===== src/rtl/counter_sweep_ctrl_pkg.sv =====
// -----------------------------------------------------------------------------
// counter_sweep_ctrl_pkg
//   Shared definitions for the triangular sweep sequencer and its counter:
//   default widths, sequencer state encodings and the command bundle the
//   sequencer hands to the up/down counter each cycle.
// -----------------------------------------------------------------------------
package counter_sweep_ctrl_pkg;

    // Default count/bound width and sweep-count width.
    localparam int SW_WIDTH_DEF = 8;
    localparam int SW_CYC_W_DEF = 4;

    // Sequencer states.
    typedef enum logic [1:0] {
        SW_IDLE = 2'd0,
        SW_UP   = 2'd1,
        SW_DOWN = 2'd2
    } sweep_state_t;

    // Per-cycle command to the counter. A load takes priority over enable.
    typedef struct packed {
        logic ld;   // load ld_val on the next edge
        logic en;   // step by one on the next edge
        logic up;   // step direction: 1 = +1, 0 = -1
    } cnt_cmd_t;

    localparam cnt_cmd_t CNT_CMD_HOLD = '{ld: 1'b0, en: 1'b0, up: 1'b1};

    // True when the sweep that is finishing now is the final one of the run.
    // A programmed count of zero wraps through the full 2**CYC_W range, which
    // falls out naturally from modulo arithmetic on n - 1.
    function automatic logic is_last_sweep(
        input logic [SW_CYC_W_DEF-1:0] sweep_idx,
        input logic [SW_CYC_W_DEF-1:0] n_sweeps
    );
        logic [SW_CYC_W_DEF-1:0] last_idx;
        last_idx = n_sweeps - 1'b1;
        return (sweep_idx == last_idx);
    endfunction

endpackage : counter_sweep_ctrl_pkg


===== src/rtl/counter_sweep_ctrl_counter.sv =====
// -----------------------------------------------------------------------------
// counter8b_updown_ld
//   WIDTH-bit up/down counter with synchronous load and count enable.
//   Asynchronous active-high reset clears the count to zero.
//
// Ports
//   i_clk     in   1      rising-edge clock
//   i_reset   in   1      asynchronous, active-high
//   i_ld      in   1      load i_ld_val on the next edge (priority over i_en)
//   i_ld_val  in   WIDTH  value to load
//   i_en      in   1      step the count on the next edge
//   i_dir     in   1      1 = increment, 0 = decrement
//   o_count   out  WIDTH  registered count
// -----------------------------------------------------------------------------
module counter8b_updown_ld #(
    parameter int WIDTH = 8
) (
    input  logic             i_clk,
    input  logic             i_reset,
    input  logic             i_ld,
    input  logic [WIDTH-1:0] i_ld_val,
    input  logic             i_en,
    input  logic             i_dir,
    output logic [WIDTH-1:0] o_count
);

    logic [WIDTH-1:0] r_count;
    logic [WIDTH-1:0] w_count_nxt;

    always_comb begin
        w_count_nxt = r_count;
        if (i_ld) begin
            w_count_nxt = i_ld_val;
        end else if (i_en) begin
            if (i_dir) begin
                w_count_nxt = r_count + 1'b1;
            end else begin
                w_count_nxt = r_count - 1'b1;
            end
        end
    end

    always_ff @(posedge i_clk or posedge i_reset) begin
        if (i_reset) begin
            r_count <= '0;
        end else begin
            r_count <= w_count_nxt;
        end
    end

    assign o_count = r_count;

endmodule : counter8b_updown_ld


===== src/rtl/counter_sweep_ctrl.sv =====
// -----------------------------------------------------------------------------
// counter_sweep_ctrl
//   Sequencer that drives an up/down counter through N triangular sweeps
//   (lo -> hi -> lo) and pulses done when the run completes. Bounds and the
//   sweep count are captured on an accepted start; a start with lo >= hi is
//   rejected with a one-cycle err pulse. abort stops a run with the count
//   frozen where it is.
//
// Ports
//   clk       in   1      rising-edge clock
//   reset     in   1      asynchronous, active-high; clears all state
//   start     in   1      request a run (only looked at while idle)
//   abort     in   1      stop the current run; beats start
//   lo        in   WIDTH  lower bound, captured on accepted start
//   hi        in   WIDTH  upper bound, captured on accepted start
//   n_cycles  in   CYC_W  number of sweeps (0 = 2**CYC_W)
//   count     out  WIDTH  counter value
//   dir       out  1      1 = counting up, 0 = counting down
//   busy      out  1      run in progress
//   done      out  1      one-cycle pulse on normal completion
//   err       out  1      one-cycle pulse on a rejected start
// -----------------------------------------------------------------------------
module counter_sweep_ctrl
    import counter_sweep_ctrl_pkg::*;
#(
    parameter int WIDTH = SW_WIDTH_DEF,
    parameter int CYC_W = SW_CYC_W_DEF
) (
    input  logic             clk,
    input  logic             reset,
    input  logic             start,
    input  logic             abort,
    input  logic [WIDTH-1:0] lo,
    input  logic [WIDTH-1:0] hi,
    input  logic [CYC_W-1:0] n_cycles,
    output logic [WIDTH-1:0] count,
    output logic             dir,
    output logic             busy,
    output logic             done,
    output logic             err
);

    // Registered state
    sweep_state_t     r_state;
    logic [WIDTH-1:0] r_lo_l;
    logic [WIDTH-1:0] r_hi_l;
    logic [CYC_W-1:0] r_n_l;
    logic [CYC_W-1:0] r_sweep;
    logic             r_dir;
    logic             r_busy;
    logic             r_done;
    logic             r_err;

    // Next-state / command signals
    sweep_state_t     w_state_nxt;
    cnt_cmd_t         w_cmd;
    logic [WIDTH-1:0] w_ld_val;
    logic             w_latch;
    logic [CYC_W-1:0] w_sweep_nxt;
    logic             w_dir_nxt;
    logic             w_busy_nxt;
    logic             w_done_nxt;
    logic             w_err_nxt;
    logic [WIDTH-1:0] w_count;
    logic             w_last;
    logic             w_bounds_ok;

    assign w_bounds_ok = (lo < hi);

    // Final-sweep detection: n - 1 modulo 2**CYC_W, so n == 0 gives
    // 2**CYC_W sweeps.
    generate
        if (CYC_W == SW_CYC_W_DEF) begin : g_last_pkg
            assign w_last = is_last_sweep(r_sweep, r_n_l);
        end else begin : g_last_local
            logic [CYC_W-1:0] w_last_idx;
            assign w_last_idx = r_n_l - 1'b1;
            assign w_last     = (r_sweep == w_last_idx);
        end
    endgenerate

    // Next-state and counter command
    always_comb begin
        w_state_nxt = r_state;
        w_cmd       = CNT_CMD_HOLD;
        w_cmd.up    = r_dir;
        w_ld_val    = r_lo_l;
        w_latch     = 1'b0;
        w_sweep_nxt = r_sweep;
        w_dir_nxt   = r_dir;
        w_busy_nxt  = r_busy;
        w_done_nxt  = 1'b0;
        w_err_nxt   = 1'b0;

        if (abort) begin
            // Count and dir are left untouched; in IDLE this also swallows
            // a coincident start without flagging err.
            w_state_nxt = SW_IDLE;
            w_busy_nxt  = 1'b0;
        end else begin
            unique case (r_state)
                SW_IDLE: begin
                    if (start) begin
                        if (w_bounds_ok) begin
                            w_latch     = 1'b1;
                            w_cmd.ld    = 1'b1;
                            w_ld_val    = lo;
                            w_dir_nxt   = 1'b1;
                            w_busy_nxt  = 1'b1;
                            w_sweep_nxt = '0;
                            w_state_nxt = SW_UP;
                        end else begin
                            w_err_nxt = 1'b1;
                        end
                    end
                end

                SW_UP: begin
                    if (w_count != r_hi_l) begin
                        w_cmd.en = 1'b1;
                        w_cmd.up = 1'b1;
                    end else begin
                        // Turn around without dwelling on hi.
                        w_cmd.ld    = 1'b1;
                        w_ld_val    = r_hi_l - 1'b1;
                        w_dir_nxt   = 1'b0;
                        w_state_nxt = SW_DOWN;
                    end
                end

                SW_DOWN: begin
                    if (w_count != r_lo_l) begin
                        w_cmd.en = 1'b1;
                        w_cmd.up = 1'b0;
                    end else begin
                        w_sweep_nxt = r_sweep + 1'b1;
                        if (w_last) begin
                            w_busy_nxt  = 1'b0;
                            w_done_nxt  = 1'b1;
                            w_state_nxt = SW_IDLE;
                        end else begin
                            w_cmd.ld    = 1'b1;
                            w_ld_val    = r_lo_l + 1'b1;
                            w_dir_nxt   = 1'b1;
                            w_state_nxt = SW_UP;
                        end
                    end
                end

                default: begin
                    w_state_nxt = SW_IDLE;
                    w_busy_nxt  = 1'b0;
                end
            endcase
        end
    end

    // State register
    always_ff @(posedge clk or posedge reset) begin
        if (reset) begin
            r_state <= SW_IDLE;
            r_lo_l  <= '0;
            r_hi_l  <= '0;
            r_n_l   <= '0;
            r_sweep <= '0;
            r_dir   <= 1'b1;
            r_busy  <= 1'b0;
            r_done  <= 1'b0;
            r_err   <= 1'b0;
        end else begin
            r_state <= w_state_nxt;
            r_sweep <= w_sweep_nxt;
            r_dir   <= w_dir_nxt;
            r_busy  <= w_busy_nxt;
            r_done  <= w_done_nxt;
            r_err   <= w_err_nxt;
            if (w_latch) begin
                r_lo_l <= lo;
                r_hi_l <= hi;
                r_n_l  <= n_cycles;
            end
        end
    end

    counter8b_updown_ld #(
        .WIDTH (WIDTH)
    ) u_counter (
        .i_clk    (clk),
        .i_reset  (reset),
        .i_ld     (w_cmd.ld),
        .i_ld_val (w_ld_val),
        .i_en     (w_cmd.en),
        .i_dir    (w_cmd.up),
        .o_count  (w_count)
    );

    assign count = w_count;
    assign dir   = r_dir;
    assign busy  = r_busy;
    assign done  = r_done;
    assign err   = r_err;

endmodule : counter_sweep_ctrl


===== config.mk =====
export PLATFORM = sky130hd
export DESIGN_NAME = counter_sweep_ctrl
export DESIGN_NICKNAME = d
export VERILOG_FILES = /design/src/rtl/counter_sweep_ctrl_pkg.sv /design/src/rtl/counter_sweep_ctrl_counter.sv /design/src/rtl/counter_sweep_ctrl.sv
export SDC_FILE = /design/constraint.sdc
export NUM_CORES = 1
export LEC_CHECK = 0
export CAP_MARGIN = 20
export CORE_MARGIN = 5
export CORE_UTILIZATION = 57
export DETAILED_ROUTE_END_ITERATION = 6
export GPL_TIMING_DRIVEN = 1
export HOLD_SLACK_MARGIN = 0.05
export PLACE_DENSITY_LB_ADDON = 0.2
export SETUP_SLACK_MARGIN = 0.5
export SYNTH_ARGS = -nofsm -noshare
export SYNTH_HDL_FRONTEND = slang
export SYNTH_HIERARCHICAL = 1
export SYNTH_SLANG_ARGS = --single-unit

===== constraint.sdc =====
create_clock -name clk -period 5.1 [get_ports clk]
set_input_delay 1.02 -clock clk [delete_from_list [all_inputs] [get_ports clk]]
set_output_delay 1.02 -clock clk [all_outputs]
set_load 0.01 [all_outputs]

Word level (Yosys, flattened, before mapping)
Cells that the tools add are included.
{"block": "word_totals", "reg_bits": 38, "input_bits": 24, "output_inout_bits": 12, "wordCells": 93}
{"block": "op_classes", "n_addsub": 6, "magnitude_cmp": 1, "eq_ne": 16, "muxes": 51, "bitwise_logic": 1, "reduce_logical": 8}
{"op": "two-way mux 8 bit", "n": 9}
{"op": "two-way mux 1 bit", "n": 24}
{"op": "one-hot mux 8 bit (3 select lines)", "n": 1}
{"op": "adder 8 x 1 -> 8 bit (second input constant)", "n": 2}
{"op": "!= test 8 bit", "n": 2}
{"op": "subtractor 8 x 1 -> 8 bit (second input constant)", "n": 2}
{"op": "!= test 3 bit (second input constant)", "n": 5}
{"op": "two-way mux 2 bit", "n": 7}
{"op": "two-way mux 4 bit", "n": 3}
{"op": "!= test 2 bit (second input constant)", "n": 6}
{"op": "AND reduction 5 bit", "n": 2}
{"op": "one-hot mux 1 bit (3 select lines)", "n": 3}
{"op": "less-than comparator 8 bit", "n": 1}
{"op": "one-hot mux 4 bit (2 select lines)", "n": 1}
{"op": "AND reduction 7 bit", "n": 1}
{"op": "one-hot mux 2 bit (3 select lines)", "n": 1}
{"op": "adder 4 x 1 -> 4 bit (second input constant)", "n": 1}
{"op": "== test 4 bit", "n": 1}
{"op": "one-hot mux 2 bit (2 select lines)", "n": 1}
{"op": "AND reduction 4 bit", "n": 1}
{"op": "nonzero test 2 bit", "n": 2}
{"op": "subtractor 4 x 1 -> 4 bit (second input constant)", "n": 1}
{"op": "two-way mux 3 bit", "n": 1}
{"op": "nonzero test 3 bit", "n": 1}
{"op": "4 further kinds", "n": 4}

Longest topological paths before layout
Gate-level depths: netlist of the first run.
{"block": "depth", "ltp_word": 9, "depth_mapped": 13, "ltp_nobuf": 12}

Hierarchy
Netlist of the first run, hierarchy kept.
{"module": "counter_sweep_ctrl", "instances": 1, "cells_each": 259, "area_per_inst_um2": 2433.6, "seq_area_each_um2": 752.0}
{"module": "counter8b_updown_ld", "instances": 1, "cells_each": 76, "area_per_inst_um2": 679.4, "seq_area_each_um2": 200.2}

Least setup slack after synthesis of the first run
Ideal clock, no wire load.
{"block": "synth_path", "path_kind": "input-to-reg", "start": "input port abort", "end": "register u_counter.r_count[7] (netlist: u_counter/o_count[7])", "setup_ns": 0.095, "arrival_ns": 3.549, "required_ns": 5.005, "setup_slack_ns": 1.456, "cell_stages": 12, "n_path_buf": 1, "path_cell_list": "clkbuf_1 -> inv_1 -> nand2_1 -> a21oi_1 -> o2bb2ai_1 -> inv_1 -> ha_1 -> o21ai_1 -> or3_1 -> and4_4 -> o31a_1 -> o31ai_1"}
{"element": "start, declared", "line": "counter_sweep_ctrl.sv:32", "source": "input logic abort,"}
{"element": "end signal, assigned", "line": "counter_sweep_ctrl_counter.sv:47", "source": "r_count <= w_count_nxt;"}
{"element": "end, declared", "line": "counter_sweep_ctrl_counter.sv:27", "source": "logic [WIDTH-1:0] r_count;"}

==> results of run 1 <==
-- power groups by stage --
stage / combinational (mW) / sequential, mW / clock [mW]
2_1_floorplan: 0.817 / 0.578 / 0
3_3_place_gp: 1.03 / 0.637 / 0
3_5_place_dp: 1.06 / 0.641 / 0
4_1_cts: 1.07 / 0.634 / 0.223
5_1_grt: 1.18 / 0.660 / 0.244
6_report: 1.07 / 0.638 / 0.220
-- routing by layer --
layer,vias up,track usage (%)
li1,1283,-
met5,-,0
met1,1266,31.3
met4,0,8.33
met2,82,34.6
met3,17,3.46
-- metrics by stage --
step | util, % | hold slack [ns] | total power, mW | cell area [um2] | worst slack [ns]
final | 66.9 | 0.512 | 1.93 | 3620 | 1.02
after floorplan | - | 0.469 | 1.40 | 3110 | 1.46
after global placement | 65.1 | 0.501 | 1.66 | 3520 | 0.903
after global routing | 66.9 | 0.552 | 2.09 | 3620 | 0.780
after CTS | 66.8 | 0.519 | 1.92 | 3610 | 1.07
after detailed placement | 65.1 | 0.502 | 1.70 | 3520 | 0.763
-- worst paths after layout --
kind,from,to,cells past startpoint
max in group asynchronous,reset,dir,3
hold reg to reg,r_n_l[3],r_n_l[3],1
setup / recovery,abort,u_counter/o_count[7],12
min in group asynchronous,reset,u_counter/o_count[2],2
hold / removal,r_n_l[3],r_n_l[3],1
setup reg to reg,u_counter/o_count[0],u_counter/o_count[7],12
-- worst reg2reg max path, stage by stage, from the launching register on --
cell and delay (ns):
dfrtp_1 0.50, xnor2_1 0.28, nand4_2 0.24, nor2_1 0.21, a21oi_1 0.09, o2bb2ai_1 0.35, inv_1 0.24, ha_1 0.44
o21ai_1 0.11, or3_1 0.38, and4_4 0.20, o31a_1 0.29, o31ai_1 0.21
-- registers in the layout (all words and copies together) (netlist names) --
name	cells
busy	1
dir	1
done	1
err	1
r_hi_l	8
r_lo_l	8
r_n_l	4
r_state	2
r_sweep	4
u_counter/o_count	8
-- area by class of cell --
cell class	instances	area, um2
clock buffers	7	86.3
clock inverters	1	5.00
fillers	454	1790
inverters	26	97.6
multi-input cells	258	2010
flip-flops and latches	38	952
well taps	72	90.1
repair buffers	39	380
-- logic make-up (layout without fill, tap and decap cells) --
group | count (synthesis) | in the layout | synth area share [%]
fa+ha+maj | 23 | 23 | 9.49
flops | 38 | 38 | 30.6
mux | 23 | 23 | 8.16
compound gates | 86 | 86 | 20.7
buf+inv | 39 | 73 | 4.94
xor+xnor | 29 | 29 | 8.64
simple gates | 97 | 97 | 17.5
-- synthesized netlist by cell type, drive strengths merged, types with 5 or more instances --
library cell / n / area, um2
ha: 22 / 275
nand3: 6 / 30.0
mux2: 19 / 214
dfrtp: 37 / 926
a211oi: 9 / 103
o21ai: 26 / 145
o2bb2ai: 5 / 43.8
clkbuf: 10 / 37.5
nand2: 33 / 131
a21oi: 13 / 65.1
nor2: 14 / 52.6
xnor2: 25 / 219
a21o: 5 / 38.8
nor3: 9 / 66.3
nand4: 8 / 62.6
inv: 26 / 97.6
-- cell usage in the layout (no fill, tap or decap), types with 3 or more instances in the layout --
master and instances:
a211oi_1 5, a21o_1 4, a21oi_1 13, a22o_1 3
and2_1 3, buf_4 4, clkbuf_8 6, clkdlybuf4s50_1 35
dfrtp_1 37, ha_1 22, inv_1 26, mux2_1 16
mux2_2 3, mux2i_1 4, nand2_1 32, nand3_1 6
nand4_1 6, nand4b_1 3, nor2_1 14, nor3_1 6
nor4b_1 3, o211ai_1 3, o21ai_0 13, o21ai_1 11
o21bai_1 3, o2bb2ai_1 5, o31ai_1 3, or3_1 4
xnor2_1 25, xor2_1 3
==> impl_results.md, run 1 <==
- Outcome: finished, final reports clean
- Layout cells sized above 1: around 8.7%
- Synth async-reset ratio: 100%
- Setup slack, reg-to-reg: 1.46 ns
- Max transition margin: approximately 58%
- Rows: 27
- # IOs: 36
- WL per Instance: 16.8 um
- Layout Nets: a little over 400
- Max-slew violations: 0
- Starting Density: between 50% and 60%
- Drt pass-1 iters: 4
- Comb pwr share: 55.5%
- Total number of vias: roughly 2.6k
- DP HPWL: 5.80 mm
- First-pass GRT wire length: roughly 13 mm
- Initial antenna violation count: 0
- Leak: around 1.5 nW
- CP dominant cell by count: inv_1
- DRC viols: 0
- M1 WL: roughly 3.5 mm
- Post-CTS Hold Fix Bufs: 0
- Root Buffer: clkbuf_8
- Worst path buffer plus inverter count: 3
- WL final: around 7.4 mm
- Unrepaired setup endpoints after global routing: false
- Synthesized area per cell: ~9.3 um2
- CTS buffer count: 5
- All-Layer GR Usage: between 20 and 25%
- Fin. Hold Viols: 0
- Via density: about 6.0
- Fin Clk Skew: ~0.006 ns
- Final period util: approximately four fifths
- PwrDens: roughly 530 mW/mm2
- CP arrival: between 4 and 5 ns
- Die ar.: 0.00704 mm2
- Fin cells: roughly 440
- Synth Flop Type: dfrtp_1
- N_diodes: 0
- Syn nets: roughly 380
- Sequential-to-total area share from yosys stat: 30.6%
- Sequential share of power: approximately a third
- Die Y: approximately 84 um
- Crit path max fanout: 8
- HP Class: reg2reg
- # setup viols final: 0
- Setup repair bufs after CTS: 0
- Post-route ant nets: 0
- CTS clk-pin slew, worst paths: approximately 0.07 ns
- Pin count of the biggest net entering global routing: 31
- WP data required: ~5.3 ns
- Max-cap violation count: 0
- I/O Buffers: 35
- Tmin final: about 4 ns
- Vias in the first global route: roughly 2.6k
- YS warnings: 6
- Iter 0 DRT Violations: between 150 and 200
- Post-synthesis cell count: 335
- CTS resizes: 0
- TritonCTS clock tree: built
- Post-route setup TNS: 0 ns
- DR top layer: met4
- Later-pin clock latency in the skew report: ~0.30 ns
- Clk sinks: 38
- Sw Ratio: 45.2%
- Met3 routed WL: just over 400 um
- Area delta synth->final: 16.2%
- Largest delay share family, worst path: buffers and inverters
- Max Freq: 245 MHz
- Number of cells after detailed placement: between 400 and 500
- Worst-margin pin slew: about 0.63 ns
- Grt total ovfl: 0
- Core area: 0.00541 mm2
- Die Wd: between 80 and 90 um
- Yosys cell types: 67
- CP startpoint kind: input pin
- CP Cell Sequence: clkdlybuf4s50_1, inv_1, nand2_1, a21oi_1, o2bb2ai_1, inv_1, ha_1, o21ai_1, or3_1, and4_4, o31a_1, o31ai_1
- Clock share of power: a little under an eighth
- Int Power: between 1 and 1.5 mW
- Switching power total: slightly below 900 uW
- Post-synth EDFFs: 0
- Crit. End Element: flop
- H-tree depth: 2
- WL met2: 3.34 mm
- Max clock buf depth: 2
- GP Congestion: between 0.9 and 1
- CP max-delay cell: clkdlybuf4s50_1
- Worst vdd ir: ~0.0003 V
- Worst path max stage delay: approximately 0.67 ns
- Yosys reg bits: 38
- Mapped Area: 0.00311 mm2
- WS Path Type: in2reg
No activity file was read; power rests on OpenSTA's default activity.
==> run 2: changes to the inputs <==
CORE_UTILIZATION = 51   (was 57)
clock period = 3.3 ns   (was 5.1 ns; I/O delays follow)
==> impl_results.md, run 2 (synthesized netlist as in run 1, its figures left out) <==
- Later-pin clock latency in the skew report: 0.30 ns (about the same)
- Max-slew violations: 0 (unchanged)
- Total power draw: 3.82 mW (+98%)
- Root Buffer: clkbuf_8
- CTS clk-pin slew, worst paths: 0.08 ns (about the same)
- CP startpoint kind: flop
- Most common cell after layout, fill and taps aside: buf_4
- DP HPWL: 6.07 mm (+4.6%)
- Unrepaired setup endpoints after global routing: true
- Setup slack, reg-to-reg: 0.45 ns (-1.01 ns)
- # setup viols final: 0 (unchanged)
- DRC viols: 0 (unchanged)
- Die Y: 88.1 um (+5.0%)
- WS Path Type: reg2reg
- Iter 0 DRT Violations: 303 (+68%)
- Pre-CTS setup slack: -0.0280 ns (-0.791 ns)
- Worst-margin pin slew: 0.636 ns (+0.00950 ns)
- Via density: 5.99 (-0.28%)
- Fillers: 420 (-7.5%)
- Post-route setup TNS: 0 ns (unchanged)
- HP Class: reg2reg
- All-Layer GR Usage: 22.8% (+0.49 points)
- Layout Nets: 452 (+8.9%)
- TritonCTS clock tree: built
- Worst vdd ir: 0.000532 V (+78%)
- Fin Clk Skew: 0.0112 ns (+0.00521 ns)
- Fin. Hold Viols: 0 (unchanged)
- GRT busiest layer: met2
- Grt total ovfl: 0 (unchanged)
- # IOs: 36 (unchanged)
- First-pass GRT wire length: 13.8 mm (+8.2%)
- N_diodes: 0 (unchanged)
- Placed Area: 0.00382 mm2 (+8.6%)
- Core area: 0.00592 mm2 (+9.5%)
- Starting Density: 52.6% (-5.0 points)
- WL final: 8.79 mm (+18%)
- GP Congestion: 0.877 (-7.0%)
- Final instance area: 0.00438 mm2 (+21%)
- Crit. End Element: flop
- Clk sinks: 38 (unchanged)
- Fin cells: 481 (+9.1%)
- Crit path max fanout: 7 (-1)
- Rows: 28 (+3.7%)
- Vias in the first global route: 2819 (+8.3%)
- Max transition margin: 57.4% (-0.69 points)
- Post-route ant nets: 0 (unchanged)
- Max Freq: 351 MHz
- PwrDens: 871 mW/mm2 (+64%)
- Number of cells after detailed placement: 446 (+3.2%)
- Die ar.: 0.00777 mm2 (+10%)
- M3 GR Usage: 3.20% (-0.26 points)
- GR met2 Demand/Resource: 39.1% (+4.5 points)
- Layout cells sized above 1: 33.3% (+25 points)
- WP data required: 3.50 ns (-1.80 ns)
- Die Wd: 88.1 um (+5.0%)
- Tmin final: roughly 2.8 ns
- Grt met1 use: 30.5% (-0.85 points)
- Max clock buf depth: 2 (unchanged)
- Drt pass-1 iters: 5 (+1)
- Post-CTS Hold Fix Bufs: 0 (unchanged)
- Final period util: approximately 86%
- CP arrival: 3.05 ns (-1.23 ns)
- Pin count of the biggest net entering global routing: 31 (unchanged)
- Commonest cells after routing, fill and taps aside: buf_4, nand2_1, clkdlybuf4s50_1, inv_1, dfrtp_1
- CTS buffer count: 5 (unchanged)
- Area delta synth->final: 40.8%
- PnR worst setup slack: 0.450 ns (-0.573 ns)
- WL per Instance: 18.3 um (+8.6%)
- Leak: 1.82 nW (+21%)
- Total number of vias: 2880 (+8.8%)
- Outcome: finished, final reports clean
- I/O Buffers: 35 (unchanged)
- Max-cap violation count: 0 (unchanged)
- H-tree depth: 2 (unchanged)
- Initial antenna violation count: 0 (unchanged)
[run 2: cell count changes in the layout (fill, tap and decap cells not counted), sizes merged]
cell           delta
bufinv            +1
clkinv            +2
inv               -1
clkdlybuf4s50     -9
dlymetal6s2s      +8
buf              +37
clkbuf            -2
dlygate4sd2       +1
[run 2: final cells by class]
cell class	count	area, um2	area share, %
tap	75	93.8	2.14
multi-input combinational	258	2410	55.0
clock buffer	5	68.8	1.57
timing repair buffer	76	693	15.8
inverter	26	105	2.40
clock inverter	3	40.0	0.914
sequential	38	971	22.2
[run 2: stage by stage]
| stage | utilization, % | hold slack [ns] |
|---|---|---|
| after global routing | 74.0 | 0.547 |
| after detailed placement | 64.6 | 0.499 |
| after CTS | 70.3 | 0.517 |
| after floorplan | - | 0.469 |
| after global placement | 64.6 | 0.502 |
| final | 74.0 | 0.521 |
[run 2: critical path, cell delays in order (launching register included)]
cell and delay [ns]:
dfrtp_2 0.48, xnor2_1 0.18, nand4_1 0.18, nor2_2 0.21, o21ai_2 0.10, o2bb2ai_4 0.14
clkinv_4 0.12, ha_4 0.22, a211oi_2 0.34, or3_4 0.19, a21oi_1 0.09, o31a_1 0.30
o31ai_2 0.19
[run 2: path summary, 6_finish.rpt]
kind	start	to	cells after the start
setup / recovery	u_counter/o_count[7]	u_counter/o_count[7]	12
hold / removal	r_sweep[2]	r_sweep[2]	1
setup reg to reg	u_counter/o_count[7]	u_counter/o_count[7]	12
hold reg to reg	r_sweep[2]	r_sweep[2]	1
max in group asynchronous	reset	dir	3
min in group asynchronous	reset	u_counter/o_count[7]	2
[run 2: repair_timing]
| action | CTS | global route |
|---|---|---|
| resized for setup | 21 | 38 |
| buffers inserted | 19 | 8 |
| endpoints found under the setup margin | 8 | 12 |
| pin swaps | 21 | 27 |
[run 2: where the power goes]
group	internal (mW)	leakage (nW)	switching [mW]	total [mW]
Clock	0.223	0.0579	0.171	0.394
Sequential	0.674	0.457	0.323	0.998
Combinational	1.26	1.31	1.17	2.43
[run 2: layer usage]
metal	share of wire, %	routed length (um)
met4	1.8	157
met2	50	4420
met1	43	3760
met3	5.1	446
met5	0	0
==> run 3: changes to the inputs <==
CORE_MARGIN = unset   (was 5)
==> impl_results.md, run 3 (synthesized netlist as in run 1, its figures left out) <==
- Outcome: finished, violations left
- Failing checks: design-rule violations
- Later-pin clock latency in the skew report: 0.31 ns (about the same)
- Iter 0 DRT Violations: 166 (-45%)
- Crit. End Element: flop
- Via density: 5.70 (-4.7%)
- # IOs: 36 (unchanged)
- Fin. Hold Viols: 0 (unchanged)
- Initial antenna violation count: 0 (unchanged)
- CTS buffer count: 5 (unchanged)
- Int Power: 2.15 mW (-0.32%)
- Worst vdd ir: 0.000447 V (-16%)
- WP data required: 3.50 ns (about the same)
- Hold WS: 0.534 ns (+0.0124 ns)
- Total power draw: 3.79 mW (-0.72%)
- DP HPWL: 5.88 mm (-3.0%)
- Leak: 1.82 nW (+0.19%)
- Total number of vias: 2795 (-3.0%)
- Clock share of power: 10.9% (+0.6 points)
- HP Class: reg2reg
- Layout cells sized above 1: 32.5% (-0.72 points)
- Starting Density: 52.6% (unchanged)
- Final instance area: 0.00438 mm2 (about the same)
- H-tree depth: 2 (unchanged)
- Sw Ratio: 43.3% (-0.23 points)
- Worst path max stage delay: 0.49 ns (about the same)
- Hold-critical path endpoint: r_n_l[3]
- Largest delay share family, worst path: simple AND/OR/NAND/NOR gates
- Sequential share of power: 25.4% (-0.7 points)
- FF-to-FF End: u_counter/o_count[7]
- WL final: 8.33 mm (-5.1%)
- Vias in the first global route: 2748 (-2.5%)
- WL per Instance: 17.0 um (-6.9%)
- Pin count of the biggest net entering global routing: 31 (unchanged)
- Core area: 0.00592 mm2 (unchanged)
- Fin Clk Skew: 0.0108 ns (-0.000406 ns)
- # setup viols final: 0 (unchanged)
- Switching power total: 1.64 mW (-1.2%)
- GP Congestion: 0.860 (-1.9%)
- TritonCTS clock tree: built
- WS Path Type: reg2reg
- Fin util: 74.0% (about the same)
- Setup slack, reg-to-reg: 0.50 ns (+0.05 ns)
- Max-slew violations: 0 (unchanged)
- Worst-margin pin slew: 0.433 ns (-0.203 ns)
- DRC viols: 1 (+1)
- Comb pwr share: 63.7% (about the same)
- Number of cells after detailed placement: 447 (+0.22%)
- Max transition margin: 71.1% (+14 points)
- Max Freq: 358 MHz (+1.9%)
- Placed Area: 0.00383 mm2 (+0.20%)
- Die Y: 80.1 um (-9.1%)
- Area delta synth->final: 40.7% (about the same)
- R2R cell count: 12 (unchanged)
- PnR worst setup slack: 0.503 ns (+0.0523 ns)
- Grt total ovfl: 0 (unchanged)
- Worst Hold Launch: r_n_l[3]
- CP arrival: 2.99 ns (-0.06 ns)
- Root Buffer: clkbuf_8
- All-Layer GR Usage: 27.4% (+4.6 points)
- CP Cell Sequence: xnor2_2, nand4_4, nor2_4, a21oi_2, o2bb2ai_4, clkinv_4, ha_4, nand2_4, or3_4, and4_4, nor4_2, o31ai_2
- Max-cap violation count: 0 (unchanged)
- Post-route setup TNS: 0 ns (unchanged)
- Worst hold stages: 1 (unchanged)
- Tmin final: 2.80 ns (-0.0523 ns)
- PwrDens: 866 mW/mm2 (-0.64%)
- Max clock buf depth: 2 (unchanged)
- Layout Nets: 461 (+2.0%)
- Drt pass-1 iters: 6 (+1)
- Final period util: 84.8% (-1.6 points)
- Die ar.: 0.00642 mm2 (-17%)
- CP max-delay cell: dfrtp_2
- Post-route ant nets: 0 (unchanged)
- CTS clk-pin slew, worst paths: 0.09 ns (about the same)
- Crit path max fanout: 7 (unchanged)
- Clk sinks: 38 (unchanged)
- Rows: 28 (unchanged)
- Post-CTS Hold Fix Bufs: 0 (unchanged)
- Unrepaired setup endpoints after global routing: true
- R2r startpoint: u_counter/o_count[7]
- Most common cell after layout, fill and taps aside: buf_4
- Die Wd: 80.1 um (-9.1%)
- Worst path buffer plus inverter count: 1 (unchanged)
- Commonest cells after routing, fill and taps aside: buf_4, nand2_1, clkdlybuf4s50_1, dfrtp_1, inv_1
- I/O Buffers: 35 (unchanged)
- CP startpoint kind: flop
- Fin cells: 490 (+1.9%)
- Pre-CTS setup slack: -0.0266 ns (+0.00147 ns)
- First-pass GRT wire length: 13.3 mm (-3.6%)
- N_diodes: 0 (unchanged)
==> run 3: worst max-delay path by stage <==
stage / startpoint / endpoint / cells after the start
4_1_cts: u_counter/o_count[0] / u_counter/o_count[7] / 12
3_3_place_gp: abort / u_counter/o_count[7] / 12
5_1_grt: u_counter/o_count[7] / u_counter/o_count[7] / 12
2_1_floorplan: abort / u_counter/o_count[7] / 12
6_report: u_counter/o_count[7] / u_counter/o_count[7] / 12
3_5_place_dp: abort / u_counter/o_count[7] / 12
==> run 3: metal layers <==
layer	global-route usage [%]	part of all wire, %
met5	0	0
met3	3.75	5.1
met2	43.8	48
met4	10.5	2.2
met1	37.7	45
==> run 3: timing repair <==
action                                  4_1_cts  5_1_grt
pin swaps                                    21       18
gates resized for setup                      22       22
gates cloned                                  0        0
endpoints found under the setup margin        8       11
buffers inserted                             23       12
==> run 3: layout make-up <==
type | count | area, um2
clock buffers | 5 | 68.8
clock inverters | 3 | 45.0
fillers | 416 | 1540
inverters | 26 | 105
multi-input cells | 258 | 2340
flip-flops and latches | 38 | 968
well taps | 75 | 93.8
repair buffers | 85 | 757
==> run 3: power by group through the flow <==
stage | combinational [mW] | sequential, mW | clock, mW
global placement | 1.93 | 0.998 | 0
CTS | 2.31 | 0.952 | 0.414
detailed placement | 1.97 | 1.01 | 0
floorplan | 1.48 | 0.944 | 0
global route | 2.61 | 0.991 | 0.429
finish | 2.41 | 0.963 | 0.414
